`src/rtl/prewitt_stream_ctrl.sv`:
```
// prewitt_stream_ctrl: raster-scan sequencer that turns an 8-bit pixel stream
// into one tagged 3x3 window per image position for the Prewitt kernel.
// Two line buffers feed the column taps, and a 3x3 shift register holds the window.
// A single output register stage carries window, centre coordinates and border flag.
// Optional build macro: PREWITT_CTRL_STATS_EN enables the saturating stall counter
// on stall_cycles. When the macro is undefined, stall_cycles is tied to zero.
module prewitt_stream_ctrl #(
  parameter int ROWS = 242,
  parameter int COLS = 247
) (
  input  logic                     clk,
  input  logic                     rst,
  input  logic                     start,
  input  logic                     in_valid,
  input  logic [7:0]               in_pixel,
  output logic                     in_ready,
  output logic                     out_valid,
  input  logic                     out_ready,
  output logic [71:0]              out_window,
  output logic                     out_border,
  output logic [$clog2(ROWS)-1:0]  out_row,
  output logic [$clog2(COLS)-1:0]  out_col,
  output logic                     busy,
  output logic                     frame_done,
  output logic [31:0]              stall_cycles
);

  localparam int RW  = $clog2(ROWS);
  localparam int CW  = $clog2(COLS);
  localparam int LAG = COLS + 1;
  localparam int FW  = $clog2(LAG);

  localparam logic [RW-1:0] ROW_LAST  = RW'(ROWS - 1);
  localparam logic [CW-1:0] COL_LAST  = CW'(COLS - 1);
  localparam logic [FW-1:0] FILL_LAST = FW'(LAG - 1);

  typedef enum logic [1:0] {
    IDLE,
    FILL,
    RUN,
    FLUSH
  } state_t;

  state_t state;
  state_t state_next;

  logic [RW-1:0] ir;
  logic [CW-1:0] ic;
  logic [FW-1:0] fill_cnt;
  logic [RW-1:0] orow;
  logic [CW-1:0] ocol;
  logic          out_all;

  logic [7:0]    linebuf0 [COLS];
  logic [7:0]    linebuf1 [COLS];

  logic [71:0]   win;
  logic [71:0]   win_next;

  logic          slot_free;
  logic          accept;
  logic          in_last;
  logic          load_out;
  logic          done_hs;
  logic          frame_start;

  // Handshake decode and next-state selection
  always_comb begin
    state_next  = state;
    slot_free   = !out_valid || out_ready;
    in_ready    = ((state == FILL) || (state == RUN)) && slot_free;
    accept      = in_valid && in_ready;
    in_last     = (ir == ROW_LAST) && (ic == COL_LAST);
    frame_start = (state == IDLE) && start;
    busy        = (state != IDLE);
    // Output slot is loaded once per accepted pixel in RUN, or freely in FLUSH
    // until the final window has been placed.
    load_out    = ((state == RUN) && accept) ||
                  ((state == FLUSH) && slot_free && !out_all);
    done_hs     = (state == FLUSH) && out_all && out_valid && out_ready;
    case (state)
      IDLE:    if (start) state_next = FILL;
      FILL:    if (accept && (fill_cnt == FILL_LAST)) state_next = RUN;
      RUN:     if (accept && in_last) state_next = FLUSH;
      FLUSH:   if (done_hs) state_next = IDLE;
      default: state_next = IDLE;
    endcase
  end

  // FSM state register
  always_ff @(posedge clk or posedge rst) begin
    if (rst) state <= IDLE;
    else     state <= state_next;
  end

  // Window after shifting left one column and inserting the new column taps
  always_comb begin
    win_next = win;
    for (int unsigned r = 0; r < 3; r++) begin
      win_next[(r*3)*8   +: 8] = win[(r*3+1)*8 +: 8];
      win_next[(r*3+1)*8 +: 8] = win[(r*3+2)*8 +: 8];
    end
    win_next[2*8 +: 8] = linebuf1[ic];
    win_next[5*8 +: 8] = linebuf0[ic];
    win_next[8*8 +: 8] = in_pixel;
  end

  // Input raster counters, fill counter and window shift register
  always_ff @(posedge clk or posedge rst) begin
    if (rst) begin
      ir       <= '0;
      ic       <= '0;
      fill_cnt <= '0;
      win      <= '0;
    end else if (frame_start) begin
      ir       <= '0;
      ic       <= '0;
      fill_cnt <= '0;
    end else if (accept) begin
      win <= win_next;
      if (ic == COL_LAST) begin
        ic <= '0;
        ir <= ir + 1'b1;
      end else begin
        ic <= ic + 1'b1;
      end
      if (state == FILL) fill_cnt <= fill_cnt + 1'b1;
    end
  end

  // Line buffers: previous two rows at the current column (not reset)
  always_ff @(posedge clk) begin
    if (accept) begin
      linebuf1[ic] <= linebuf0[ic];
      linebuf0[ic] <= in_pixel;
    end
  end

  // Output register stage with centre coordinates and border tag
  always_ff @(posedge clk or posedge rst) begin
    if (rst) begin
      out_valid  <= 1'b0;
      out_window <= '0;
      out_border <= 1'b0;
      out_row    <= '0;
      out_col    <= '0;
      orow       <= '0;
      ocol       <= '0;
      out_all    <= 1'b0;
      frame_done <= 1'b0;
    end else begin
      frame_done <= done_hs;
      if (frame_start) begin
        orow    <= '0;
        ocol    <= '0;
        out_all <= 1'b0;
      end
      if (load_out) begin
        out_valid  <= 1'b1;
        out_window <= win_next;
        out_row    <= orow;
        out_col    <= ocol;
        out_border <= (orow == '0) || (orow == ROW_LAST) ||
                      (ocol == '0) || (ocol == COL_LAST);
        if (ocol == COL_LAST) begin
          ocol <= '0;
          orow <= orow + 1'b1;
        end else begin
          ocol <= ocol + 1'b1;
        end
        if ((orow == ROW_LAST) && (ocol == COL_LAST)) out_all <= 1'b1;
      end else if (out_ready) begin
        out_valid <= 1'b0;
      end
    end
  end

`ifdef PREWITT_CTRL_STATS_EN
  // Saturating count of cycles where a window waits on downstream
  always_ff @(posedge clk or posedge rst) begin
    if (rst) begin
      stall_cycles <= '0;
    end else if (frame_start) begin
      stall_cycles <= '0;
    end else if (out_valid && !out_ready && (stall_cycles != '1)) begin
      stall_cycles <= stall_cycles + 1'b1;
    end
  end
`else
  // Statistics not built
  assign stall_cycles = '0;
`endif

endmodule

```
`config.mk`:
```
export PLATFORM = sky130hd
export DESIGN_NAME = prewitt_stream_ctrl
export DESIGN_NICKNAME = d
export VERILOG_FILES = /design/src/rtl/prewitt_stream_ctrl.sv
export SDC_FILE = /design/constraint.sdc
export NUM_CORES = 2
export LEC_CHECK = 0
export BUFFER_PORTS_ARGS = -buffer_cell sky130_fd_sc_hd__buf_2
export CAP_MARGIN = 40
export CORE_UTILIZATION = 41
export DETAILED_ROUTE_END_ITERATION = 12
export PLACE_DENSITY_LB_ADDON = 0.12
export SLEW_MARGIN = 20
export SYNTH_ARGS = -nofsm -noshare
export SYNTH_HDL_FRONTEND = slang
export SYNTH_SLANG_ARGS = --single-unit
```
`constraint.sdc`:
```
create_clock -name clk -period 5.7 [get_ports clk]
set_input_delay 0.57 -clock clk [delete_from_list [all_inputs] [get_ports clk]]
set_output_delay 0.57 -clock clk [all_outputs]
set_load 0.03 [all_outputs]
```
### Word-level counts from Yosys, hierarchy flattened

Memory sizes are Yosys's and may differ from the RTL's.
Index checks and enable logic that the tools add are counted.

* reductions and logical operators: 34
* multiplexer cells: 27
* add/sub/neg operators: 5
* equality and inequality tests: 12
* bitwise logic cells: 1

Operators with widths (number)
* two-way mux 8 bit: 15
* adder 8 x 1 -> 8 bit (second input constant): 5
* equality test 8 bit (second input constant): 5
* logical NOT 8 bit: 2
* logical AND 1 bit: 13
* nonzero test 2 bit: 6
* two-way mux 2 bit: 4
* case mux 2 bit (4 select lines): 1
* two-way mux 1 bit: 7
* logical OR 1 bit: 6
* AND reduction 2 bit: 3
* equality test 2 bit (second input constant): 2
* inequality test 2 x 1 -> 1 bit (second input constant): 2
* inequality test 2 bit (second input constant): 2
* AND reduction 4 bit: 1
* equality test 2 x 1 -> 1 bit (second input constant): 1
* logical NOT 1 bit: 2
* logical NOT 2 bit: 1
* inverter 1 bit: 1

* input bits: 13
* memory bits (writable): 3952
* bits in registers: 206
* logic and storage cells: 95
* memories kept: 2
* output and inout port bits: 125

Memory list
* linebuf0: depth 247, bits a word 8, rd ports 1, clocked after memory_dff 0, write ports 1, RTL line 54 `logic [7:0] linebuf0 [COLS];`
* linebuf1: depth 247, bits a word 8, rd ports 1, clocked after memory_dff 0, write ports 1, RTL line 55 `logic [7:0] linebuf1 [COLS];`

### Longest topological paths before layout

* depth after elaboration: 7
* depth in mapped cells: 12
* depth with buffers taken out: 8

### Least setup slack after synthesis

No wires, ideal clock.

* path kind: flip-flop to flip-flop
* start point: reg ic[0]
* end point: mem linebuf1[0][0], data pin
* required time: 4.900 ns
* stages on the path, launching flop included: 11
* clock period less this slack: 5.658 ns
* setup slack: 0.042 ns
* arrival time: 4.859 ns
* buffers on the path: 4
* library setup time: 0.800 ns
* path through: dfrtp_1 -> buf_4 -> buf_4 -> buf_4 -> buf_4 -> and2_1 -> a22oi_1 -> a21oi_1 -> nor4_1 -> o41ai_2 -> nand2_1

* cells in the longest elaborated chain, start to end: 1

Ends and longest elaborated chain
* start, declared: RTL line 48 `logic [CW-1:0] ic;`
* start signal, assigned: RTL line 125 `ic <= ic + 1'b1;`
* memory (247 x 8 bit)
* net win_next[40]: RTL line 58 `logic [71:0] win_next;`
* end, declared: RTL line 55

The timed path passes the listed nets, and every way through them passes these cells.

### Worst setup path in the final report

* start point: reg ic[0]
* end point: mem linebuf1[106][3], data pin

Same word-level chain as after synthesis.

==> impl_metrics.csv <==
group,metric,value,unit
timing,fin_ws,0.6704,ns
synthesis,synth-async-reset-ratio,0.04403,
worst_hold_path,min_path_type,"in2reg",
timing,timing.clock.skew,0.05217,ns
floorplanning,floorplan.die.width,625.1,um
setup_path,worst-endpoint-required,6.32,ns
timing,timing.final.crit_share,0.8824,
placed_design,dpl.hpwl,276.1,mm
cts,max-clock-path-buffers,4,
grt,first_global_vias,81556,
setup_path,rr_startpoint,"ic[0]",
floorplanning,die_height,625.1,um
timing,setup_repair_after_global_routing_missed_its_margin,"no",
grt,total_gr_overflow,0,
drt,avgViaCountPerCell,5.845,
placed_design,dp_worst_setup_slack,0.6086,ns
synthesis,synthFlopType,"sky130_fd_sc_hd__edfxtp_1",
synthesis,share_of_synthesized_area_occupied_by_flip_flops_and_latches,0.7740,
floorplanning,core_footprint,0.3860,mm2
synthesis,synthesized_flop_and_latch_total,4134,
drt,routed_wire_length_per_instance,32.98,um
final_layout,final.fill_count,31806,
drt,num_vias,81738,
cts,cts_htree_levels,5,
final_layout,finish.net_count,8466,
grt,grt_first_pass_wirelength,645.5,mm
synthesis,syn-mean-instance-area,20.52,um2
final_layout,layout_commonest_cell,"sky130_fd_sc_hd__edfxtp_1",
final_layout,mostFrequentLayoutCells,"sky130_fd_sc_hd__edfxtp_1 (3952), sky130_fd_sc_hd__mux4_2 (780), sky130_fd_sc_hd__buf_4 (481)",
setup_path,crit_path_start,"ic[0]",
final_layout,layout-drive-gt1-share,0.2660,
synthesis,netlist.area_leader.share,0.7454,
cts,tritoncts_num_sinks,4134,
synthesis,ys_top_cells_by_area,"sky130_fd_sc_hd__edfxtp_1 (75%), sky130_fd_sc_hd__mux4_2 (11%), sky130_fd_sc_hd__dfrtp_1 (2.9%), sky130_fd_sc_hd__mux2i_1 (2.3%), sky130_fd_sc_hd__nand2_1 (1.1%)",
job,max_cap_violations,0,
timing,fmax,0.1988,GHz
floorplanning,die-area,0.3908,mm2
setup_path,critical_path.startpoint_type,"flip-flop",
setup_path,cp_max_fo,72,
grt,number_of_antenna_violations_at_the_first_check_in_global_routing,27,
cts,insertion_delay,0.97,ns
timing,finalHoldViolCount,0,
grt,grt_util_all_layers,0.2342,
synthesis,yosys_warnings,0,
synthesis,netlist-cell-type-count,65,
cts,cts-buffers-inserted,429,
synthesis,postSynthCellCount,7760,
drt,detail_route.iter0.violations,9818,
cts,cts_root_buf,"sky130_fd_sc_hd__clkbuf_16",
cts,cts_clock_pin_slew_for_the_worst_setup_and_hold_paths,0.06,ns
floorplanning,rows,228,
cts,clock_tree_from_tritoncts,"built",
timing,hold_worst_slack,0.03609,ns
setup_path,end_kind,"flip-flop",
drt,drt-pass1-iter-count,6,
drt,drt_drc_violations_left,0,
timing,fin_tns_setup,0,ns
power,static-leakage-power,58.47,nW
power,vdd_drop_max,0.2449,mV
run_status,run_status,"completed",
worst_hold_path,worst_hold_startpoint,"in_pixel[5]",
timing,period_needed,5.030,ns
placed_design,place.port_buffers,105,
setup_path,worst_ep_arrival_time,5.65,ns
drt,wl,461.2,mm
synthesis,post_synth_instance_area,0.1592,mm2
power,power.density_cell_area,339.6,mW/mm2
timing,final-setup-viol-count,0,
timing,slew_headroom,0.1621,
floorplanning,initial_utilization,0.4125,
setup_path,critical_path_class,"reg2reg",
placed_design,globalplace.congestion,0.8329,
synthesis,synth_edf_count,3952,
timing,slew_violations,0,
synthesis,synth_area_leader_cell,"sky130_fd_sc_hd__edfxtp_1",
floorplanning,io_pins,138,
timing,tightest_slew,1.257,ns
drt,final_ant_viol_nets,0,
grt,grt_start_max_net_pins,153,
final_layout,growth_of_design_area_from_synthesis_to_finish,15.66,%
-- logic make-up (layout without fill, tap and decap cells) --
| group | Yosys count | after routing | synth area share |
|---|---|---|---|
| flip-flops | 4134 | 4134 | 0.7740 |
| multiplexers | 1285 | 1285 | 0.1432 |
| AND/OR/NAND/NOR | 1019 | 1019 | 0.02821 |
| AO/OA/AOI/OAI | 770 | 770 | 0.03548 |
| buffers and inverters | 513 | 1520 | 0.01656 |
| XOR/XNOR | 20 | 20 | 0.001100 |
| adder cells (fa/ha/maj) | 18 | 18 | 0.001415 |
| other | 1 | 44 | 0.00002356 |
-- layout make-up --
type	instances	area, um2	share of cell area
antenna	12	30.03	0.0001631
clock buffer	544	11440	0.06216
clock inverter	250	2472	0.01343
inverter	20	88.84	0.0004825
multi-input combinational	3144	33880	0.1840
sequential	4134	123200	0.6694
tap	5175	6475	0.03517
timing repair buffer	706	6490	0.03525
-- sequential cells by signal, summed over array words and instances, names as in the netlist --
register / cells
ic: 8
frame_done: 1
ir: 8
linebuf1: 1976
fill_cnt: 8
linebuf0: 1976
orow: 8
out_border: 1
out_all: 1
out_row: 8
out_window: 72
ocol: 8
out_valid: 1
win: 48
state: 2
out_col: 8
-- final timing paths --
| kind | end | slack (ns) | cells past startpoint |
|---|---|---|---|
| min in group asynchronous | out_window[61] | 0.23 | 3 |
| min | linebuf0[12][5] | 0.04 | 1 |
| min reg2reg | out_window[55] | 0.46 | 2 |
| max reg2reg | linebuf1[106][3] | 0.67 | 10 |
| max in group asynchronous | ic[0] | 4.21 | 4 |
| max | linebuf1[106][3] | 0.67 | 10 |
-- synthesized netlist by cell type, drive strengths merged, types with 11 or more instances --
library cell  number
a221oi            16
a22o             139
a22oi            181
a31oi             52
a32o              15
and2              11
and3              21
buf              346
clkbuf           147
dfrtp            182
edfxtp          3952
ha                18
inv               20
mux2             137
mux2i            368
mux4             780
nand2            454
nand3             55
nand4             33
nor2             317
nor2b             14
nor3              15
nor4              55
o21ai            126
o221ai            76
o22a              16
o22ai            106
xnor2             12
-- per-stage QoR --
stage | instance area (um2) | cells | utilization | power (mW)
6_report | 184100 | 13985 | 0.4770 | 62.54
5_1_grt | 184100 | 13974 | 0.4770 | 64.23
4_1_cts | 183900 | 13964 | 0.4765 | 63.02
3_5_place_dp | 170000 | 13165 | 0.4403 | 35.31
3_3_place_gp | 169500 | 13135 | 0.4392 | 35.26
2_1_floorplan | 159300 | 7791 | - | 34.63
-- power breakdown --
group          total, mW  switching, mW  internal [mW]
Combinational       1.19          0.992          0.201
Clock               27.9           11.8           16.1
Sequential          33.5         0.0721           33.4
-- per-layer routing --
metal | routed length [um] | track usage
met3 | 36270 | 0.04394
met5 | 13 | 0
met4 | 10790 | 0.05327
met1 | 198100 | 0.3396
met2 | 216000 | 0.3687
-- worst max-delay path, stage by stage, from the launching register on --
cell and delay, ns:
sky130_fd_sc_hd__dfrtp_4 0.94, sky130_fd_sc_hd__buf_12 0.33, sky130_fd_sc_hd__buf_4 0.38, sky130_fd_sc_hd__mux4_2 0.56, sky130_fd_sc_hd__a22oi_1 0.25, sky130_fd_sc_hd__nand2_1 0.24, sky130_fd_sc_hd__o41ai_1 0.58, sky130_fd_sc_hd__buf_4 0.20
sky130_fd_sc_hd__nand4b_1 0.38, sky130_fd_sc_hd__nand2_4 0.34, sky130_fd_sc_hd__buf_12 0.32
-- timing repair --
| action | in CTS | in global routing |
|---|---|---|
| setup endpoints to repair | 0 | 0 |
| endpoints found under the hold margin | 161 | 0 |
| resized for setup | 0 | 0 |
| hold buffers | 5 | 0 |
| setup buffers | 0 | 0 |
No activity file was read; power rests on OpenSTA's default activity.
